File: config.mk
export PLATFORM = sky130hd
export DESIGN_NAME = px_ss_cfg_writer_flat
export DESIGN_NICKNAME = d
export VERILOG_FILES = /design/src/rtl/px_ss_csr_pkg.sv /design/src/rtl/axi4_lite_if.sv /design/src/rtl/axi4_lite_wr_master.sv /design/src/rtl/px_ss_cfg_writer.sv /design/src/flat_wrapper.sv
export SDC_FILE = /design/constraint.sdc
export NUM_CORES = 1
export LEC_CHECK = 0
export CELL_PAD_IN_SITES_DETAIL_PLACEMENT = 0
export CELL_PAD_IN_SITES_GLOBAL_PLACEMENT = 1
export CORE_ASPECT_RATIO = 0.5
export CORE_MARGIN = 2
export CORE_UTILIZATION = 34
export DETAILED_ROUTE_END_ITERATION = 8
export PLACE_DENSITY_LB_ADDON = 0.2
export SYNTH_ARGS = -nofsm -noshare
export SYNTH_HDL_FRONTEND = slang
export SYNTH_SLANG_ARGS = --single-unit
File: constraint.sdc
create_clock -name clk_i -period 5.3 [get_ports clk_i]
set_input_delay 1.06 -clock clk_i [delete_from_list [all_inputs] [get_ports clk_i]]
set_output_delay 1.06 -clock clk_i [all_outputs]
set_load 0.02 [all_outputs]
File: src/rtl/px_ss_csr_pkg.sv
// px_ss CSR register map plus the cfg-writer sequencing types:
// FSM state enum, write count and the write-list lookup function.
package px_ss_csr_pkg;

  // px_ss CSR word indices (byte address = base + idx*4)
  localparam logic [7:0] PS_PX_SKIP_CR         = 8'd0;
  localparam logic [7:0] PS_PX_INTERVAL_CR     = 8'd1;
  localparam logic [7:0] PS_PX_ADD_INTERVAL_CR = 8'd2;
  localparam logic [7:0] PS_LN_SKIP_CR         = 8'd3;
  localparam logic [7:0] PS_LN_INTERVAL_CR     = 8'd4;
  localparam logic [7:0] PS_LN_ADD_INTERVAL_CR = 8'd5;
  localparam logic [7:0] PS_APPLY_STB_CR       = 8'd6;

  // six settings, then APPLY_STB=1, then APPLY_STB=0 to re-arm the edge detector
  localparam int unsigned PX_SS_CFG_WR_CNT = 8;

  typedef enum logic [1:0] {
    CFG_IDLE,
    CFG_WRITE,
    CFG_WAIT_B,
    CFG_DONE
  } px_ss_cfg_state_t;

  typedef struct packed {
    logic [7:0]  reg_idx;
    logic [31:0] wdata;
    logic [3:0]  wstrb;
  } px_ss_cfg_wr_t;

  // vals[0..5] = px_to_skip, px_interval, add_px_interval, ln_to_skip, ln_interval, add_ln_interval
  function automatic px_ss_cfg_wr_t px_ss_cfg_wr_item(input logic [2:0] idx,
                                                      input logic [5:0][15:0] vals);
    px_ss_cfg_wr_t item;
    item.wstrb = 4'b0011;
    item.wdata = 32'd0;
    item.reg_idx = PS_APPLY_STB_CR;
    case (idx)
      3'd0: begin item.reg_idx = PS_PX_SKIP_CR;         item.wdata = {16'd0, vals[0]}; end
      3'd1: begin item.reg_idx = PS_PX_INTERVAL_CR;     item.wdata = {16'd0, vals[1]}; end
      3'd2: begin item.reg_idx = PS_PX_ADD_INTERVAL_CR; item.wdata = {16'd0, vals[2]}; end
      3'd3: begin item.reg_idx = PS_LN_SKIP_CR;         item.wdata = {16'd0, vals[3]}; end
      3'd4: begin item.reg_idx = PS_LN_INTERVAL_CR;     item.wdata = {16'd0, vals[4]}; end
      3'd5: begin item.reg_idx = PS_LN_ADD_INTERVAL_CR; item.wdata = {16'd0, vals[5]}; end
      3'd6: begin item.wdata = 32'd1; item.wstrb = 4'b0001; end
      default: begin item.wdata = 32'd0; item.wstrb = 4'b0001; end
    endcase
    return item;
  endfunction

endpackage

File: src/rtl/axi4_lite_if.sv
// AXI4-Lite bundle with master/slave views.
interface axi4_lite_if #(
  parameter int ADDR_W = 32,
  parameter int DATA_W = 32
);
  logic [ADDR_W-1:0]   awaddr;
  logic [2:0]          awprot;
  logic                awvalid;
  logic                awready;
  logic [DATA_W-1:0]   wdata;
  logic [DATA_W/8-1:0] wstrb;
  logic                wvalid;
  logic                wready;
  logic [1:0]          bresp;
  logic                bvalid;
  logic                bready;
  logic [ADDR_W-1:0]   araddr;
  logic [2:0]          arprot;
  logic                arvalid;
  logic                arready;
  logic [DATA_W-1:0]   rdata;
  logic [1:0]          rresp;
  logic                rvalid;
  logic                rready;

  modport master (
    output awaddr, awprot, awvalid, input awready,
    output wdata, wstrb, wvalid, input wready,
    input bresp, bvalid, output bready,
    output araddr, arprot, arvalid, input arready,
    input rdata, rresp, rvalid, output rready
  );

  modport slave (
    input awaddr, awprot, awvalid, output awready,
    input wdata, wstrb, wvalid, output wready,
    output bresp, bvalid, input bready,
    input araddr, arprot, arvalid, output arready,
    output rdata, rresp, rvalid, input rready
  );
endinterface

File: src/rtl/axi4_lite_wr_master.sv
// Single-write AXI4-Lite engine: a req pulse launches AW and W together,
// each valid drops after its own handshake, then bready is raised until the
// B handshake. data_done pulses when both AW and W have completed; ack/resp
// report the B handshake. abort drops everything immediately.
module axi4_lite_wr_master (
  input  logic        clk,
  input  logic        rst,
  input  logic        req,
  input  logic        abort,
  input  logic [31:0] addr,
  input  logic [31:0] data,
  input  logic [3:0]  strb,
  output logic [31:0] awaddr,
  output logic        awvalid,
  input  logic        awready,
  output logic [31:0] wdata,
  output logic [3:0]  wstrb,
  output logic        wvalid,
  input  logic        wready,
  input  logic [1:0]  bresp,
  input  logic        bvalid,
  output logic        bready,
  output logic        data_done,
  output logic        ack,
  output logic [1:0]  resp
);
  logic aw_done_reg, w_done_reg;
  logic aw_fire, w_fire;

  assign aw_fire   = awvalid & awready;
  assign w_fire    = wvalid & wready;
  // both address and data accepted, either now or in an earlier cycle
  assign data_done = (awvalid | wvalid) & (aw_done_reg | aw_fire) & (w_done_reg | w_fire);
  assign ack       = bvalid & bready;
  assign resp      = bresp;

  // channel handshake tracking; payload is only reloaded on req so it stays stable while valid
  always_ff @(posedge clk or posedge rst) begin
    if (rst) begin
      awaddr      <= '0;
      wdata       <= '0;
      wstrb       <= '0;
      awvalid     <= 1'b0;
      wvalid      <= 1'b0;
      bready      <= 1'b0;
      aw_done_reg <= 1'b0;
      w_done_reg  <= 1'b0;
    end else if (abort) begin
      awvalid     <= 1'b0;
      wvalid      <= 1'b0;
      bready      <= 1'b0;
      aw_done_reg <= 1'b0;
      w_done_reg  <= 1'b0;
    end else begin
      if (aw_fire) begin
        awvalid     <= 1'b0;
        aw_done_reg <= 1'b1;
      end
      if (w_fire) begin
        wvalid     <= 1'b0;
        w_done_reg <= 1'b1;
      end
      if (data_done) begin
        bready      <= 1'b1;
        aw_done_reg <= 1'b0;
        w_done_reg  <= 1'b0;
      end
      if (ack) bready <= 1'b0;
      if (req) begin
        awaddr  <= addr;
        wdata   <= data;
        wstrb   <= strb;
        awvalid <= 1'b1;
        wvalid  <= 1'b1;
      end
    end
  end
endmodule

File: src/rtl/px_ss_cfg_writer.sv
// Programs a px_ss CSR block over AXI4-Lite: on start_i snapshots six
// settings and writes them, then pulses APPLY_STB (1 then 0).
// Optional per-write response timeout: define PX_SS_CFG_TIMEOUT_EN.
module px_ss_cfg_writer #(
  parameter logic [31:0] BASE_ADDR      = 32'h0000_0000,
  parameter int unsigned TIMEOUT_CYCLES = 1024
) (
  input  logic         clk_i,
  input  logic         rst_i,
  input  logic         start_i,
  input  logic [15:0]  px_to_skip_i,
  input  logic [15:0]  px_skip_interval_i,
  input  logic [15:0]  add_px_skip_interval_i,
  input  logic [15:0]  ln_to_skip_i,
  input  logic [15:0]  ln_skip_interval_i,
  input  logic [15:0]  add_ln_skip_interval_i,
  output logic         busy_o,
  output logic         done_o,
  output logic         err_o,
  axi4_lite_if.master  csr_o
);
  import px_ss_csr_pkg::*;

  px_ss_cfg_state_t state_reg, state_next;
  logic [2:0]       idx_reg;
  logic [5:0][15:0] snap_reg;
  logic             err_reg;

  logic             req, abort, data_done, ack, timeout, last;
  logic [1:0]       resp;
  logic [5:0][15:0] live_vals, req_vals;
  logic [2:0]       req_idx;
  px_ss_cfg_wr_t    req_item;
  logic [31:0]      req_addr;

  assign live_vals = {add_ln_skip_interval_i, ln_skip_interval_i, ln_to_skip_i,
                      add_px_skip_interval_i, px_skip_interval_i, px_to_skip_i};
  assign last      = (idx_reg == 3'(PX_SS_CFG_WR_CNT - 1));

  // the engine latches on req, so the payload is for the index about to be issued:
  // write 0 straight from the live inputs (same values the snapshot captures)
  assign req_idx  = (state_reg == CFG_IDLE) ? 3'd0 : idx_reg + 3'd1;
  assign req_vals = (state_reg == CFG_IDLE) ? live_vals : snap_reg;
  assign req_item = px_ss_cfg_wr_item(req_idx, req_vals);
  assign req_addr = BASE_ADDR + {22'd0, req_item.reg_idx, 2'b00};

`ifdef PX_SS_CFG_TIMEOUT_EN
  logic [15:0] tmo_cnt_reg;
  logic        in_xfer, entering;
  assign in_xfer  = (state_reg == CFG_WRITE) || (state_reg == CFG_WAIT_B);
  assign entering = (state_next != state_reg) &&
                    ((state_next == CFG_WRITE) || (state_next == CFG_WAIT_B));
  assign timeout  = in_xfer && (tmo_cnt_reg == 16'(TIMEOUT_CYCLES - 1));

  // cycles spent in the current WRITE/WAIT_B visit
  always_ff @(posedge clk_i or posedge rst_i) begin
    if (rst_i)         tmo_cnt_reg <= '0;
    else if (entering) tmo_cnt_reg <= '0;
    else if (in_xfer)  tmo_cnt_reg <= tmo_cnt_reg + 16'd1;
  end
`else
  assign timeout = 1'b0;
  wire unused_timeout_cfg = (TIMEOUT_CYCLES == 0);
`endif

  axi4_lite_wr_master u_wr (
    .clk       (clk_i),
    .rst       (rst_i),
    .req       (req),
    .abort     (abort),
    .addr      (req_addr),
    .data      (req_item.wdata),
    .strb      (req_item.wstrb),
    .awaddr    (csr_o.awaddr),
    .awvalid   (csr_o.awvalid),
    .awready   (csr_o.awready),
    .wdata     (csr_o.wdata),
    .wstrb     (csr_o.wstrb),
    .wvalid    (csr_o.wvalid),
    .wready    (csr_o.wready),
    .bresp     (csr_o.bresp),
    .bvalid    (csr_o.bvalid),
    .bready    (csr_o.bready),
    .data_done (data_done),
    .ack       (ack),
    .resp      (resp)
  );

  // read channel is never used
  assign csr_o.awprot  = 3'b000;
  assign csr_o.araddr  = 32'd0;
  assign csr_o.arprot  = 3'b000;
  assign csr_o.arvalid = 1'b0;
  assign csr_o.rready  = 1'b1;
  wire unused_rd = &{1'b0, csr_o.arready, csr_o.rdata, csr_o.rresp, csr_o.rvalid};

  // state register
  always_ff @(posedge clk_i or posedge rst_i) begin
    if (rst_i) state_reg <= CFG_IDLE;
    else       state_reg <= state_next;
  end

  // next-state logic
  always_comb begin
    state_next = state_reg;
    case (state_reg)
      CFG_IDLE:   if (start_i) state_next = CFG_WRITE;
      CFG_WRITE:  if (timeout) state_next = CFG_DONE;
                  else if (data_done) state_next = CFG_WAIT_B;
      CFG_WAIT_B: if (timeout) state_next = CFG_DONE;
                  else if (ack) state_next = last ? CFG_DONE : CFG_WRITE;
      CFG_DONE:   state_next = CFG_IDLE;
      default:    state_next = CFG_IDLE;
    endcase
  end

  // outputs and engine control per state
  always_comb begin
    busy_o = 1'b0;
    done_o = 1'b0;
    req    = 1'b0;
    abort  = 1'b0;
    case (state_reg)
      CFG_IDLE:   req = start_i;
      CFG_WRITE:  begin busy_o = 1'b1; abort = timeout; end
      CFG_WAIT_B: begin busy_o = 1'b1; abort = timeout; req = ack & ~last & ~timeout; end
      CFG_DONE:   done_o = 1'b1;
      default:    ;
    endcase
  end

  // snapshot, write index and sticky error
  always_ff @(posedge clk_i or posedge rst_i) begin
    if (rst_i) begin
      snap_reg <= '0;
      idx_reg  <= '0;
      err_reg  <= 1'b0;
    end else begin
      if (state_reg == CFG_IDLE && start_i) begin
        snap_reg <= live_vals;
        idx_reg  <= 3'd0;
        err_reg  <= 1'b0;
      end
      if (state_reg == CFG_WAIT_B && ack && !timeout) begin
        if (resp != 2'b00) err_reg <= 1'b1;
        if (!last) idx_reg <= idx_reg + 3'd1;
      end
      if (timeout) err_reg <= 1'b1;
    end
  end

  assign err_o = err_reg;
endmodule

File: src/flat_wrapper.sv
// flat-port wrapper written by rule: the top's interface ports become plain ports
module px_ss_cfg_writer_flat import px_ss_csr_pkg::*;
#(
  parameter logic [31:0] BASE_ADDR      = 32'h0000_0000,
  parameter int unsigned TIMEOUT_CYCLES = 1024
)
  (clk_i, rst_i, start_i, px_to_skip_i, px_skip_interval_i, add_px_skip_interval_i, ln_to_skip_i, ln_skip_interval_i, add_ln_skip_interval_i, busy_o, done_o, err_o, csr_o_awaddr, csr_o_awprot, csr_o_awvalid, csr_o_awready, csr_o_wdata, csr_o_wstrb, csr_o_wvalid, csr_o_wready, csr_o_bresp, csr_o_bvalid, csr_o_bready, csr_o_araddr, csr_o_arprot, csr_o_arvalid, csr_o_arready, csr_o_rdata, csr_o_rresp, csr_o_rvalid, csr_o_rready);
  axi4_lite_if csr_o_i ();
  input  logic clk_i;
  input  logic rst_i;
  input  logic start_i;
  input  logic [15:0] px_to_skip_i;
  input  logic [15:0] px_skip_interval_i;
  input  logic [15:0] add_px_skip_interval_i;
  input  logic [15:0] ln_to_skip_i;
  input  logic [15:0] ln_skip_interval_i;
  input  logic [15:0] add_ln_skip_interval_i;
  output logic busy_o;
  output logic done_o;
  output logic err_o;
  output wire logic [$bits(csr_o_i.awaddr)-1:0] csr_o_awaddr;
  output wire logic [$bits(csr_o_i.awprot)-1:0] csr_o_awprot;
  output wire logic [$bits(csr_o_i.awvalid)-1:0] csr_o_awvalid;
  input wire logic [$bits(csr_o_i.awready)-1:0] csr_o_awready;
  output wire logic [$bits(csr_o_i.wdata)-1:0] csr_o_wdata;
  output wire logic [$bits(csr_o_i.wstrb)-1:0] csr_o_wstrb;
  output wire logic [$bits(csr_o_i.wvalid)-1:0] csr_o_wvalid;
  input wire logic [$bits(csr_o_i.wready)-1:0] csr_o_wready;
  input wire logic [$bits(csr_o_i.bresp)-1:0] csr_o_bresp;
  input wire logic [$bits(csr_o_i.bvalid)-1:0] csr_o_bvalid;
  output wire logic [$bits(csr_o_i.bready)-1:0] csr_o_bready;
  output wire logic [$bits(csr_o_i.araddr)-1:0] csr_o_araddr;
  output wire logic [$bits(csr_o_i.arprot)-1:0] csr_o_arprot;
  output wire logic [$bits(csr_o_i.arvalid)-1:0] csr_o_arvalid;
  input wire logic [$bits(csr_o_i.arready)-1:0] csr_o_arready;
  input wire logic [$bits(csr_o_i.rdata)-1:0] csr_o_rdata;
  input wire logic [$bits(csr_o_i.rresp)-1:0] csr_o_rresp;
  input wire logic [$bits(csr_o_i.rvalid)-1:0] csr_o_rvalid;
  output wire logic [$bits(csr_o_i.rready)-1:0] csr_o_rready;
  assign csr_o_awaddr = csr_o_i.awaddr;
  assign csr_o_awprot = csr_o_i.awprot;
  assign csr_o_awvalid = csr_o_i.awvalid;
  assign csr_o_i.awready = csr_o_awready;
  assign csr_o_wdata = csr_o_i.wdata;
  assign csr_o_wstrb = csr_o_i.wstrb;
  assign csr_o_wvalid = csr_o_i.wvalid;
  assign csr_o_i.wready = csr_o_wready;
  assign csr_o_i.bresp = csr_o_bresp;
  assign csr_o_i.bvalid = csr_o_bvalid;
  assign csr_o_bready = csr_o_i.bready;
  assign csr_o_araddr = csr_o_i.araddr;
  assign csr_o_arprot = csr_o_i.arprot;
  assign csr_o_arvalid = csr_o_i.arvalid;
  assign csr_o_i.arready = csr_o_arready;
  assign csr_o_i.rdata = csr_o_rdata;
  assign csr_o_i.rresp = csr_o_rresp;
  assign csr_o_i.rvalid = csr_o_rvalid;
  assign csr_o_rready = csr_o_i.rready;
  px_ss_cfg_writer #(.BASE_ADDR(BASE_ADDR), .TIMEOUT_CYCLES(TIMEOUT_CYCLES)) u_core (.clk_i(clk_i), .rst_i(rst_i), .start_i(start_i), .px_to_skip_i(px_to_skip_i), .px_skip_interval_i(px_skip_interval_i), .add_px_skip_interval_i(add_px_skip_interval_i), .ln_to_skip_i(ln_to_skip_i), .ln_skip_interval_i(ln_skip_interval_i), .add_ln_skip_interval_i(add_ln_skip_interval_i), .busy_o(busy_o), .done_o(done_o), .err_o(err_o), .csr_o(csr_o_i));
endmodule
==> results of run 1 <==
==> cells by family after synthesis <==
kind of cell | share of synthesized area [%]
DFF | 48.24
muxes | 23.06
other | 0.1131
AOI/OAI and AO/OA | 9.083
buffers and inverters | 13.02
and+or+nand+nor | 5.163
adders and majority gates | 1.319
==> path summary, 6_finish.rpt <==
| path | from | end | depth (start not counted) |
|---|---|---|---|
| setup / recovery | start_i | u_core.u_wr.wdata[2]$_DFFE_PP0P_ | 7 |
| hold / removal | u_core.u_wr.awaddr[3]$_DFFE_PP0P_ | u_core.u_wr.awaddr[3]$_DFFE_PP0P_ | 2 |
| min in group asynchronous | rst_i | u_core.snap_reg[54]$_DFFE_PP0P_ | 2 |
| setup reg to reg | u_core.state_reg[0]$_DFFE_PP0P_ | u_core.u_wr.wdata[10]$_DFFE_PP0P_ | 8 |
| max in group asynchronous | rst_i | u_core.snap_reg[64]$_DFFE_PP0P_ | 3 |
| hold reg to reg | u_core.u_wr.awaddr[3]$_DFFE_PP0P_ | u_core.u_wr.awaddr[3]$_DFFE_PP0P_ | 2 |
==> layer usage <==
layer	global-route usage [%]	part of all wire, %	routed length, µm
met2	25.31	45	7198
met5	0	0.17	27
met4	5.939	1.4	229
met3	4.172	5.6	913
met1	21.51	48	7798
==> power groups by stage <==
stage               Clock [mW]  Combinational [mW]  Sequential [mW]
CTS                       1.35                2.00             1.71
floorplan                    0                1.38             1.75
detailed placement           0                1.99             1.73
global placement             0                1.97             1.71
global route              1.40                2.16             1.77
finish                    1.33                1.96             1.71
==> cells in the mapped netlist, types with 2 or more instances <==
cell,number
dfrtp_1,128
buf_4,89
a221oi_1,4
a31oi_1,5
inv_1,9
mux2i_1,45
a2111oi_0,6
and2_1,2
nor2_1,25
buf_2,12
a2bb2oi_1,3
nand2b_1,4
a21oi_1,9
nand3_1,2
conb_1,2
mux2_2,96
buf_6,4
a211oi_1,5
o22ai_1,7
buf_1,6
nand2_1,34
nor3_1,3
o21ai_1,7
a21o_1,4
ha_1,7
o2bb2ai_1,7
a22o_1,2
clkbuf_1,4
o21ai_0,21
nor2b_1,2
a32oi_1,3
==> cell usage in the layout, fill, tap and decap left out, drive strengths merged, types with 3 or more instances in the layout <==
cell,count
a2111oi,6
a211oi,5
a21o,4
a21oi,9
a221oi,4
a2bb2oi,3
a31oi,5
a32oi,3
buf,7
bufinv,5
clkbuf,20
clkdlybuf4s50,130
clkinv,4
conb,87
dfrtp,128
ha,7
inv,10
mux2,96
mux2i,45
nand2,34
nand2b,5
nor2,25
nor3,3
o21ai,28
o22ai,7
o2bb2ai,7
==> worst max-delay path, delay by kind of cell <==
| kind | cells | cell delay (ns) |
|---|---|---|
| buffers and inverters | 2 | 0.79 |
| AO/OA/AOI/OAI | 4 | 0.77 |
| AND/OR/NAND/NOR | 1 | 0.72 |
==> per-stage QoR <==
step,instance area (µm²),power (mW),util [%]
2_1_floorplan,6959,3.132,-
3_3_place_gp,7834,3.672,40.63
3_5_place_dp,7834,3.717,40.63
4_1_cts,8506,5.058,44.12
5_1_grt,8506,5.322,44.12
6_report,8508,4.996,44.13
==> final cells by class <==
class                      count  area share, %
inverter                       9         0.4559
tap                          266          3.912
clock buffer                  20          5.485
sequential                   128          37.65
timing repair buffer         137          15.91
multi-input combinational    400          34.15
clock inverter                12          2.412
antenna                        1        0.02941
==> run metrics, run 1 <==
status=finished, final reports clean; Max Clk Rate=329.0 MHz; Post-synth EDFFs=0; Register Area=3203 µm²; Max-slew headroom=34.57%; Post-CTS Hold Buffers=0; max reg flops=96; I/O pins=254; min-delay worst type=register to register; CTS root buffer=clkbuf_16; CTS tree=built; die area=20,730 µm²; Psw=1.691 mW; vias in the first global route=4,364; first-pass GRT wire length=24.61 mm; via density per instance=4.566; Via Count=4,443; top post-synthesis cells by area=dfrtp_1, mux2_2, buf_4; power density over the cells=587.3 nW/µm²; average size of a mapped cell=11.67 µm²; Area Growth Syn to Fin=28.13%; Slew @ Worst Pin=0.9815 ns; Slowest-stage cell, CP=nand2_4; Final Hold Fails=0; setup TNS=0 ns; CP Data Required Time=5.60 ns; max-cap violation count=0; Slowest Stage Delay on Critical Path=0.72 ns; post_cts resized=0; Die Wd=201.6 µm; CP startpoint kind=input pin; final setup violating endpoints=0; later-pin clock latency in the skew report=0.42 ns; initial DRC count=204; critical path capture point type=register; Peak VDD IR=0.2260 mV; fin crit share=57.35%; Post-DP HPWL=11.37 mm; clock-pin slew on the worst setup and hold paths=0.06 ns; initial antenna violation count=2; Setup WS pre-CTS=1.776 ns; DRC=0; GPL Wtd Cong=0.7381; register share of total power=34.2%; die extent in y=102.8 µm; post-layout minimum cycle time=3.040 ns; nets=840; CP most frequent cell=o21ai_1; Yosys cell types=43; Yosys top cell area share=48.24%; layout cell share with drive strength beyond 1=20.25%; final wirelength=16.17 mm; initial core utilization=34.44%; critical path cell sequence=clkdlybuf4s50_1 -> nand2_4 -> o21ai_1 -> o21ai_1 -> buf_4 -> a31oi_1 -> a21o_1; synthesized area=6640 µm²; Sink Count=128; footprint of the multi-input gates=2905 µm²; Remaining Overflow, GRT=0; worst setup margin=2.260 ns; share of flip-flops with an asynchronous set or reset=100.0%; YS warnings=0; worst hold slack=0.4711 ns; largest net degree at the start of global routing=107; first drt pass iteration count=4; Switching Share=33.85%; Max FO, Critical Path=66; Synth Instances=569; Rows=36; Synth Flop Type=dfrtp_1; Buffers on Ports=130; clock share of power=26.5%; combinational power share=39.3%; clock tree buffer depth=2; critical path arrival=3.34 ns; core area=19,280 µm²; unrepaired setup endpoints after global routing=no; final instance count without filler cells=973; Internal=3.305 mW; post-route ant nets=0; top cell type by total area after synthesis=dfrtp_1; post-synthesis sequential area ratio=48.24%; Setup CP Type=input pin to register; #FFs+latches synth=128; Pleak=3.669 nW; max-slew violation count=0; All-Layer GR Usage=16.03%; WL per Instance=16.62 µm; TritonCTS Buffers=17; R2R Setup Slk=2.29 ns; clk_skew=0.01530 ns; Post-CTS Setup Bufs=0; dpl cells=940; filler instances=1,832; H-tree Lvls=4
(Power assumes the default switching activity.)
==> inputs of run 2 (changes only) <==
==> constraint.sdc (replaced) <==
create_clock -name clk_i -period 3.15 [get_ports clk_i]
set_input_delay 0.63 -clock clk_i [delete_from_list [all_inputs] [get_ports clk_i]]
set_output_delay 0.63 -clock clk_i [all_outputs]
set_load 0.02 [all_outputs]
==> run 2 against run 1 <==
Worst hold slack gained 0.0020 ns. First-iteration DRC count down 8.3%. Sequential power is 69% higher. Via count is 0.68% lower. Sequential share of layout area grew 0.13 points. Largest cell class unchanged. Combinational power rose by 69%. Setup slack worse by 1.7 ns. Core utilization shrank 0.15 points. Wire length grew 0.77%. Clock skew shrank 0.0038 ns. Clock power rose by 44%. Critical path type is now register to register.
==> run metrics, run 2 (synthesis gave the netlist of run 1 again) <==
max reg flops=96; Rows=36; CP startpoint kind=register; I/O pins=254; critical path capture point type=register; Peak VDD IR=0.4694 mV; TritonCTS Buffers=17; CTS root buffer=clkbuf_16; min-delay worst type=register to register; Final Hold Fails=0; Buffers on Ports=130; Slew @ Worst Pin=0.5735 ns; power density over the cells=958.3 nW/µm²; die extent in y=102.8 µm; All-Layer GR Usage=15.99%; final wirelength=16.29 mm; Via Count=4,413; die area=20,730 µm²; commonest non-fill, non-tap cells in the layout=clkdlybuf4s50_1, dfrtp_1, mux2_2; Sink Count=128; overall power=8.125 mW; final setup violating endpoints=0; initial DRC count=187; Max FO, Critical Path=10; nets=843; vias in the first global route=4,287; via density per instance=4.522; post_cts resized=0; later-pin clock latency in the skew report=0.41 ns; critical path arrival=2.88 ns; max-cap violation count=0; Post-CTS Hold Buffers=0; Remaining Overflow, GRT=0; clock-pin slew on the worst setup and hold paths=0.06 ns; Setup CP Type=register to register; WL per Instance=16.69 µm; critical path cell sequence=ha_1 -> ha_1 -> or3b_1 -> nor2_1 -> buf_4 -> a2111oi_0 -> o21ai_0; fin crit share=81.18%; layout cell share with drive strength beyond 1=20.59%; Crit path max-delay family=simple AND/OR/NAND/NOR gates; first drt pass iteration count=6; Max-slew headroom=61.77%; first-pass GRT wire length=24.87 mm; CTS tree=built; clock tree buffer depth=2; setup TNS=0 ns; unrepaired setup endpoints after global routing=no; initial antenna violation count=1; commonest non-fill, non-tap cell in the layout=clkdlybuf4s50_1; CP Data Required Time=3.47 ns; Post-DP HPWL=11.67 mm; footprint of the multi-input gates=2905 µm²; status=finished, final reports clean; Area Growth Syn to Fin=27.70%; largest net degree at the start of global routing=95; Post-CTS Setup Bufs=0; Die Wd=201.6 µm; filler instances=1,868; max-slew violation count=0; GPL Wtd Cong=0.7561; post-route ant nets=0; post-layout minimum cycle time=2.557 ns; WP buf/inv=1; Slowest Stage Delay on Critical Path=0.51 ns; Max Clk Rate=391.1 MHz; initial core utilization=34.44%; core area=19,280 µm²; R2R Setup Slk=0.59 ns; CP most frequent cell=ha_1; Slowest-stage cell, CP=ha_1; DRC=0; H-tree Lvls=4; clk_skew=0.01152 ns; Register Area=3203 µm²; Pleak=3.650 nW
run 2: path summary, 6_finish.rpt:
kind	start	endpoint	cells after the start
min	u_core.u_wr.awaddr[3]$_DFFE_PP0P_	u_core.u_wr.awaddr[3]$_DFFE_PP0P_	2
max reg2reg	u_core.idx_reg[0]$_DFF_PP0_	u_core.u_wr.wdata[13]$_DFFE_PP0P_	7
min reg2reg	u_core.u_wr.awaddr[3]$_DFFE_PP0P_	u_core.u_wr.awaddr[3]$_DFFE_PP0P_	2
max in group asynchronous	rst_i	u_core.u_wr.wstrb[0]$_DFFE_PP0P_	3
min in group asynchronous	rst_i	u_core.snap_reg[38]$_DFFE_PP0P_	2
max	u_core.idx_reg[0]$_DFF_PP0_	u_core.u_wr.wdata[13]$_DFFE_PP0P_	7
run 2: final cells by class:
cell class	count	area share, %
clock buffers	18	5.179
repair buffers	140	16.82
well taps	266	3.925
clock inverters	14	1.564
flip-flops and latches	128	37.77
multi-input cells	400	34.26
diodes	1	0.02951
inverters	9	0.4427
run 2: metrics by stage:
| step | hold WS (ns) | instance area [µm²] | utilization [%] | std cells | worst slack (ns) |
|---|---|---|---|---|---|
| final | 0.4731 | 8479 | 43.98 | 976 | 0.5929 |
| after detailed placement | 0.4700 | 7905 | 41.00 | 943 | 0.5557 |
| after global placement | 0.4610 | 7905 | 41.00 | 943 | 0.6045 |
| after CTS | 0.4839 | 8477 | 43.97 | 975 | 0.5679 |
| after global routing | 0.4998 | 8477 | 43.97 | 975 | 0.3171 |
| after floorplan | 0.4700 | 6963 | - | 654 | 0.9388 |
run 2: worst min-delay path, stage by stage, from the launching register on:
cell     delay [ns]
dfrtp_1        0.35
nand2_1        0.05
nand2_1        0.05
run 2: power by group:
| group | total (mW) | switching (mW) | internal [mW] | leakage [nW] |
|---|---|---|---|---|
| clock network | 1.91 | 0.794 | 1.12 | 0.274 |
| registers | 2.89 | 0.433 | 2.45 | 1.53 |
| logic | 3.32 | 1.67 | 1.65 | 1.84 |
| total | 8.13 | 2.90 | 5.22 | 3.65 |
run 2: per-layer routing:
metal  wire, µm  track usage [%]
met1       8032            22.24
met2       7171            25.23
met3        868            3.287
met4        218            5.317
met5          0                0
